<file path="src/rtl/shift_exec_unit_if.sv">
// Request/result bus of the shift execution stage.
// The master side issues shift/rotate requests and consumes results.
// The slave side is the execution unit itself.
interface shift_exec_unit_if #(
    parameter int WIDTH = 32
);
    logic             IN_VALID;
    logic             IN_READY;
    logic [1:0]       IN_OP;
    logic [WIDTH-1:0] IN_D;
    logic [WIDTH-1:0] IN_S;
    logic             OUT_VALID;
    logic             OUT_READY;
    logic [WIDTH-1:0] OUT_Y;

    modport master (
        output IN_VALID,
        input  IN_READY,
        output IN_OP,
        output IN_D,
        output IN_S,
        input  OUT_VALID,
        output OUT_READY,
        input  OUT_Y
    );

    modport slave (
        input  IN_VALID,
        output IN_READY,
        input  IN_OP,
        input  IN_D,
        input  IN_S,
        output OUT_VALID,
        input  OUT_READY,
        output OUT_Y
    );
endinterface

</file>
<file path="src/rtl/shift_exec_unit.sv">
// Multi-cycle shift execution stage.
// A single external barrel shifter is time-multiplexed across passes:
// - logical shifts take one pass;
// - rotates take two passes. The first pass shifts by k. The second pass
//   shifts by 32-k in the opposite direction, and its result is ORed with
//   the first.
// Results are registered and held until the consumer takes them.
module shift_exec_unit #(
    parameter int WIDTH     = 32,
    parameter int SAMT_BITS = 5
) (
    input  logic                 CLK,
    input  logic                 RST,
    shift_exec_unit_if.slave     bus,
    output logic                 BUSY,
    output logic [WIDTH-1:0]     SH_D,
    output logic [SAMT_BITS-1:0] SH_S,
    output logic                 SH_LNR,
    input  logic [WIDTH-1:0]     SH_Y
);

    typedef enum logic [1:0] {
        IDLE  = 2'd0,
        PASS1 = 2'd1,
        PASS2 = 2'd2,
        DONE  = 2'd3
    } state_t;

    typedef enum logic [1:0] {
        OP_SLL = 2'b00,
        OP_SRL = 2'b01,
        OP_ROL = 2'b10,
        OP_ROR = 2'b11
    } op_t;

    state_t               stateReg;
    state_t               stateNext;
    op_t                  opReg;
    logic [WIDTH-1:0]     dReg;
    logic [SAMT_BITS-1:0] kReg;
    logic                 bigReg;
    logic [WIDTH-1:0]     partialReg;
    logic [WIDTH-1:0]     outYReg;

    logic                 captureEn;
    logic                 partialLoad;
    logic                 outLoad;
    logic [WIDTH-1:0]     outYNext;

    logic                 isLeft;
    logic                 isRotate;

    // Direction of the first pass: left for SLL and ROL.
    assign isLeft   = (opReg == OP_SLL) || (opReg == OP_ROL);
    // The top bit of the opcode selects the rotate family.
    assign isRotate = opReg[1];

    // State, captured operands, partial rotate term and result register.
    always_ff @(posedge CLK) begin
        if (RST) begin
            stateReg   <= IDLE;
            opReg      <= OP_SLL;
            dReg       <= '0;
            kReg       <= '0;
            bigReg     <= 1'b0;
            partialReg <= '0;
            outYReg    <= '0;
        end else begin
            stateReg <= stateNext;
            if (captureEn) begin
                opReg  <= op_t'(bus.IN_OP);
                dReg   <= bus.IN_D;
                kReg   <= bus.IN_S[SAMT_BITS-1:0];
                bigReg <= |bus.IN_S[WIDTH-1:SAMT_BITS];
            end
            if (partialLoad) begin
                partialReg <= SH_Y;
            end
            if (outLoad) begin
                outYReg <= outYNext;
            end
        end
    end

    // Drive the barrel shifter from registered state only.
    // This keeps the SH_* -> SH_Y path free of feedback.
    always_comb begin
        SH_D   = '0;
        SH_S   = '0;
        SH_LNR = 1'b0;
        case (stateReg)
            PASS1: begin
                SH_D   = dReg;
                SH_S   = kReg;
                SH_LNR = isLeft;
            end
            PASS2: begin
                SH_D   = dReg;
                // 32-k taken modulo 32; k is nonzero here, so this is 1..31.
                SH_S   = ~kReg + {{(SAMT_BITS-1){1'b0}}, 1'b1};
                SH_LNR = ~isLeft;
            end
            default: begin
                SH_D   = '0;
                SH_S   = '0;
                SH_LNR = 1'b0;
            end
        endcase
    end

    // Next-state and datapath load decisions.
    always_comb begin
        stateNext   = stateReg;
        captureEn   = 1'b0;
        partialLoad = 1'b0;
        outLoad     = 1'b0;
        outYNext    = outYReg;
        case (stateReg)
            IDLE: begin
                if (bus.IN_VALID) begin
                    captureEn = 1'b1;
                    stateNext = PASS1;
                end
            end
            PASS1: begin
                if (!isRotate) begin
                    // An oversized logical shift clears every bit.
                    // The shifter output is unused in that case.
                    outLoad   = 1'b1;
                    outYNext  = bigReg ? '0 : SH_Y;
                    stateNext = DONE;
                end else if (kReg == '0) begin
                    // A rotate by a multiple of 32 is the identity.
                    outLoad   = 1'b1;
                    outYNext  = dReg;
                    stateNext = DONE;
                end else begin
                    partialLoad = 1'b1;
                    stateNext   = PASS2;
                end
            end
            PASS2: begin
                outLoad   = 1'b1;
                outYNext  = partialReg | SH_Y;
                stateNext = DONE;
            end
            DONE: begin
                if (bus.OUT_READY) begin
                    stateNext = IDLE;
                end
            end
            default: begin
                stateNext = IDLE;
            end
        endcase
    end

    // Handshake and status outputs decoded from the state register.
    assign bus.IN_READY  = (stateReg == IDLE);
    assign bus.OUT_VALID = (stateReg == DONE);
    assign bus.OUT_Y     = outYReg;
    assign BUSY          = (stateReg != IDLE);

endmodule
</file>
<file path="src/flat_wrapper.sv">
// flat-port wrapper written by rule: the top's interface ports become plain ports
module shift_exec_unit_flat 
#(
    parameter int WIDTH     = 32,
    parameter int SAMT_BITS = 5
)
  (CLK, RST, BUSY, SH_D, SH_S, SH_LNR, SH_Y, bus_IN_VALID, bus_IN_READY, bus_IN_OP, bus_IN_D, bus_IN_S, bus_OUT_VALID, bus_OUT_READY, bus_OUT_Y);
  shift_exec_unit_if #(.WIDTH(WIDTH)) bus_i ();
  input  logic CLK;
  input  logic RST;
  output logic BUSY;
  output logic [WIDTH-1:0] SH_D;
  output logic [SAMT_BITS-1:0] SH_S;
  output logic SH_LNR;
  input  logic [WIDTH-1:0] SH_Y;
  input wire logic [$bits(bus_i.IN_VALID)-1:0] bus_IN_VALID;
  output wire logic [$bits(bus_i.IN_READY)-1:0] bus_IN_READY;
  input wire logic [$bits(bus_i.IN_OP)-1:0] bus_IN_OP;
  input wire logic [$bits(bus_i.IN_D)-1:0] bus_IN_D;
  input wire logic [$bits(bus_i.IN_S)-1:0] bus_IN_S;
  output wire logic [$bits(bus_i.OUT_VALID)-1:0] bus_OUT_VALID;
  input wire logic [$bits(bus_i.OUT_READY)-1:0] bus_OUT_READY;
  output wire logic [$bits(bus_i.OUT_Y)-1:0] bus_OUT_Y;
  assign bus_i.IN_VALID = bus_IN_VALID;
  assign bus_IN_READY = bus_i.IN_READY;
  assign bus_i.IN_OP = bus_IN_OP;
  assign bus_i.IN_D = bus_IN_D;
  assign bus_i.IN_S = bus_IN_S;
  assign bus_OUT_VALID = bus_i.OUT_VALID;
  assign bus_i.OUT_READY = bus_OUT_READY;
  assign bus_OUT_Y = bus_i.OUT_Y;
  shift_exec_unit #(.WIDTH(WIDTH), .SAMT_BITS(SAMT_BITS)) u_core (.CLK(CLK), .RST(RST), .bus(bus_i), .BUSY(BUSY), .SH_D(SH_D), .SH_S(SH_S), .SH_LNR(SH_LNR), .SH_Y(SH_Y));
endmodule
</file>
<file path="config.mk">
export PLATFORM = sky130hd
export DESIGN_NAME = shift_exec_unit_flat
export DESIGN_NICKNAME = d
export VERILOG_FILES = /design/src/rtl/shift_exec_unit_if.sv /design/src/rtl/shift_exec_unit.sv /design/src/flat_wrapper.sv
export SDC_FILE = /design/constraint.sdc
export NUM_CORES = 1
export LEC_CHECK = 0
export CORE_ASPECT_RATIO = 1.25
export CORE_MARGIN = 2
export CORE_UTILIZATION = 44
export CTS_CLUSTER_SIZE = 25
export DETAILED_ROUTE_END_ITERATION = 7
export PLACE_DENSITY = 0.8
export RECOVER_POWER = 50
export SYNTH_ARGS = -nofsm -noshare
export SYNTH_HDL_FRONTEND = slang
export SYNTH_SLANG_ARGS = --single-unit
export TNS_END_PERCENT = 30
</file>
<file path="constraint.sdc">
create_clock -name CLK -period 2.7 [get_ports CLK]
set_input_delay 0.81 -clock CLK [delete_from_list [all_inputs] [get_ports CLK]]
set_output_delay 0.81 -clock CLK [all_outputs]
set_load 0.02 [all_outputs]
</file>
[Yosys cells after proc, flatten, opt, wreduce, memory -nomap -nowiden]
Cells that the tools add are included.
W data, S select, Z words.
Word-level totals
  bits of input ports: 102
  logic and storage cells: 48
  register bits: 106
  output and inout bits: 73
Cells by class
  bitwise logic cells: 3
  $add $sub $neg: 1
  equal/unequal tests: 7
  reductions and logical operators: 10
  muxes and demuxes: 20
Operators with widths (number)
  $mux W32: 4
  $pmux W32 S2: 1
  $or A32 B32 Y32: 1
  $reduce_or A27 Y1: 1
  $pmux W5 S2: 1
  $mux W1: 8
  $pmux W2 S4: 1
  $eq A2 B2 Y1 const B: 3
  $mux W2: 3
  $add A5 B1 Y5 const B: 1
  $logic_not A5 Y1: 1
  $not A5 Y5: 1
  $logic_not A2 Y1: 2
  $pmux W1 S2: 2
  $reduce_bool A2 Y1: 2
  $ne A3 B3 Y1 const B: 1
  $reduce_and A3 Y1: 1
  $eq A2 B1 Y1 const B: 1
  $ne A2 B1 Y1 const B: 1
  $ne A2 B2 Y1 const B: 1
  $reduce_and A2 Y1: 1
  $reduce_or A2 Y1: 1
  $logic_or A1 B1 Y1: 1
  $not A1 Y1: 1

[Depth between registers and ports, before layout]
  depth after elaboration: 5
  mapped depth: 9

[Worst setup path before layout]
Ideal clock, no wire load.
  kind: register to output
  from: register u_core.stateReg[0]
  to: output SH_S[2]
  setup slack: 405 ps
  arrival: 1485 ps
  cell stages (with the launch flop): 8
  path through: dfxtp_1 inv_1 ha_1 buf_6 clkbuf_1 nor3b_1 a21oi_1 nor2b_1
On the way
  longest elaborated chain between the ends: 2
  elaborated cells between the ends (all ways): 3
  classes of those cells: 2 x eq/ne; 1 x mux
Ends and longest elaborated chain
  start: declaration: line shift_exec_unit.sv:36  | state_t stateReg;
  start signal: assignment: line shift_exec_unit.sv:69  | stateReg <= stateNext;
  $eq A2 B2 Y1 / $eq A2 B1 Y1 (equally long branches): line shift_exec_unit.sv:91  | case (stateReg)
  $pmux W5 S2 *: line shift_exec_unit.sv:91
  end: declaration: line flat_wrapper.sv:13  | output logic [SAMT_BITS-1:0] SH_S;
Every way passes the cells marked *; elsewhere a longest branch is shown, timed or not.

[Worst setup path in the final report]
  from: register u_core.stateReg[0]
  to: output SH_S[3]
Same word-level chain as after synthesis.

==> run metrics <==
#FFs+latches synth 106; total power 6.65 mW; global-route wire length before repair 22,800 microns; post-route antenna net violation count 0; Starting Density 45.5%; Post-synth EDFFs 0; hold crit path type reg2reg; most frequent cell after synthesis nand2_1; LEAKAGE 2.40 nW; Crit path buffers/inverters 3; synth unique cells 36; P per Cell Area 1010 nW/um^2; chip width 95.7 microns; Adder-Cell Fraction of Synth Area 1.89%; vias in the first global route 4,834; CP Class reg2out; relative slew slack 45.0%; maximum fanout along the worst path 19; largest family of logic cells by synthesized area compound AO/OA/AOI/OAI gates; Filler cells 874; Worst Max-Slew Pin Slew 826 ps; Rows 41; Logic pwr share 46.4%; Hold Violations, Final 0; CTS sink count 106; vias post-DR 4,746; Flop pwr share 32.6%; crit path max-delay cell type dfxtp_1; Yosys top cell by area dfxtp_1; RSZ-0062 raised after global routing true; TritonRoute pass-1 iters 7; CP Launch Type flip-flop; fraction of layout cells with a size suffix above 1 8.30%; mean area per synthesized cell 8.24 sq um; complex-gate fraction of the synthesized area 25.4%; CTS tree done; Seq. cell area 2120 sq um; initial antenna violation count 0; H-tree depth 3; GP Congestion 0.797; Async SR Flop Fraction 0%; Post-synth top cells 144 x nand2_1, 106 x dfxtp_1, 105 x a21oi_1, 35 x clkbuf_1, 34 x and2_1; I/O Pins 175; post-synth top area share 45.9%; Seq/Total Area, Yosys 45.9%; post-synthesis cell area 4620 sq um; total CTS buffers 9; Post-DP HPWL 9860 microns; vias per inst 5.65; Total Routing Usage GR 25.2%; final worst slack -25.7 ps; critical path required time 1890 ps; # setup viols final 5; clock skew 7.05 ps; Crit path max-delay family buffers and inverters; mux cell area share after synthesis 0.244%; largest net degree at the start of global routing 62; area of the multi-input gates 2210 sq um; cts hold-fix bufs 0; Max Cap Violations 0; syn_nets 670; Ys Warns 0; Crit path arrival time 1920 ps; crit end category output pin; port bufs 174; Max Slew Vio Count 0; crit-path max cell delay 380 ps; DRC 0; later-pin clock latency in the skew report 350 ps; ant diodes 0; Area growth, synth to finish 42.8%; P_int 4.01 mW; maximum vdd drop 710 uV; post-synthesis simple-gate area fraction 19.9%; minimum clock period 2730 ps; status complete, but fails checks; NetSw 2.64 mW; Post-Syn Instances 561; Area contributors post-synth dfxtp_1 46%, nand2_1 12%, a21oi_1 11%; WL per Instance 17.0 microns; failing checks setup timing; Hold Slack 458 ps; Die Y 119 microns; crit path cell chain inv_1 -> ha_1 -> buf_6 -> nand2_1 -> o21ai_0 -> clkdlybuf4s15_2; Final period util 101%; Detailed Route WL 14,300 microns; Final nets 815; Fmax 367 MHz; Longest Clk Path Bufs 2; power share of the clock group 21.0%; clock slew at reported path FFs 70 ps; root buf cell clkbuf_16; switching share of power 39.7%; full die area 11,300 sq um; xor/xnor cell area share of the yosys netlist 0.189%; Most used DFF post-synth dfxtp_1; core area 10,200 sq um; Congestion Overflow GR 0; DR iter-0 viols 479
[stage by stage]
stage	instance area (sq um)	setup TNS (ps)	worst slack, ps	cells	utilization (%)
finish	6600	-40.9	-25.7	840	65.0
global route	6600	-967	-99.9	840	65.0
detailed placement	6390	-8.13	-8.13	824	62.9
global placement	6390	0	74.9	824	62.9
floorplan	4620	0	405	561	-
CTS	6670	-44.5	-43.2	840	65.7
[tightest hold or removal path, stage by stage (launching register included)]
cell	delay, ps
dfxtp_1	310
nand2_1	50
a21oi_1	50
[metal layers]
metal	up-vias	global-route usage (%)	share of wire (%)
li1	2273	-	-
met1	2237	29.0	38
met2	214	44.8	53
met3	22	3.57	6.6
met4	0	11.3	2.3
met5	-	0	0
[worst paths after layout]
check	start	endpoint	slack (ps)	cells past startpoint
hold reg to reg	u_core.partialReg[12]	u_core.partialReg[12]	460	2
setup / recovery	u_core.stateReg[0]	SH_S[3]	-30	6
hold / removal	u_core.partialReg[12]	u_core.partialReg[12]	460	2
setup reg to reg	u_core.stateReg[0]	u_core.bus.OUT_Y[7]	350	7
[power groups by stage]
stage               sequential (mW)  combinational (mW)  clock (mW)
floorplan                      2.37                1.76           0
global placement               2.18                3.07           0
detailed placement             2.20                3.15           0
CTS                            2.17                3.09        1.41
global route                   2.20                3.34        1.49
finish                         2.17                3.09        1.40
[state kept, by name, indices dropped and copies added (netlist names)]
name,flops
u_core.bus.OUT_Y,32
u_core.dReg,32
u_core.kReg,5
u_core.bigReg,1
u_core.partialReg,32
u_core.stateReg,2
u_core.opReg,2
[cell usage in the layout (no fill, tap or decap), types with 9 or more instances in the layout]
master,synthesis,routed
clkdlybuf4s50_1,0,128
nand2_1,144,144
clkbuf_2,0,21
dlygate4sd2_1,0,9
a222oi_1,31,31
and2_1,34,33
clkdlybuf4s15_1,0,9
a211oi_1,31,31
buf_4,0,12
dfxtp_1,106,106
a21oi_1,105,105
clkbuf_16,0,9
[final cells by class]
type                            instances  area share (%)
Inverter                                7           0.398
Tap cell                              129            2.44
Sequential cell                       106            32.1
Clock inverter                          6            1.38
Multi-Input combinational cell        392            33.5
Clock buffer                           10            3.47
Timing Repair Buffer                  190            26.7
[cells by family after synthesis]
logic type | count (synthesis)
XOR/XNOR | 1
multiplexers | 1
AO/OA/AOI/OAI | 180
adder cells (fa/ha/maj) | 7
flip-flops | 106
buffers and inverters | 63
AND/OR/NAND/NOR | 203
[what timing repair did]
item                                    CTS  global route
setup buffers                             0             0
endpoints found under the setup margin   38            53
pin swaps                                 0             0
endpoints found under the hold margin     0             0
resized for setup                        50            43
No activity file was read; power rests on OpenSTA's default activity.
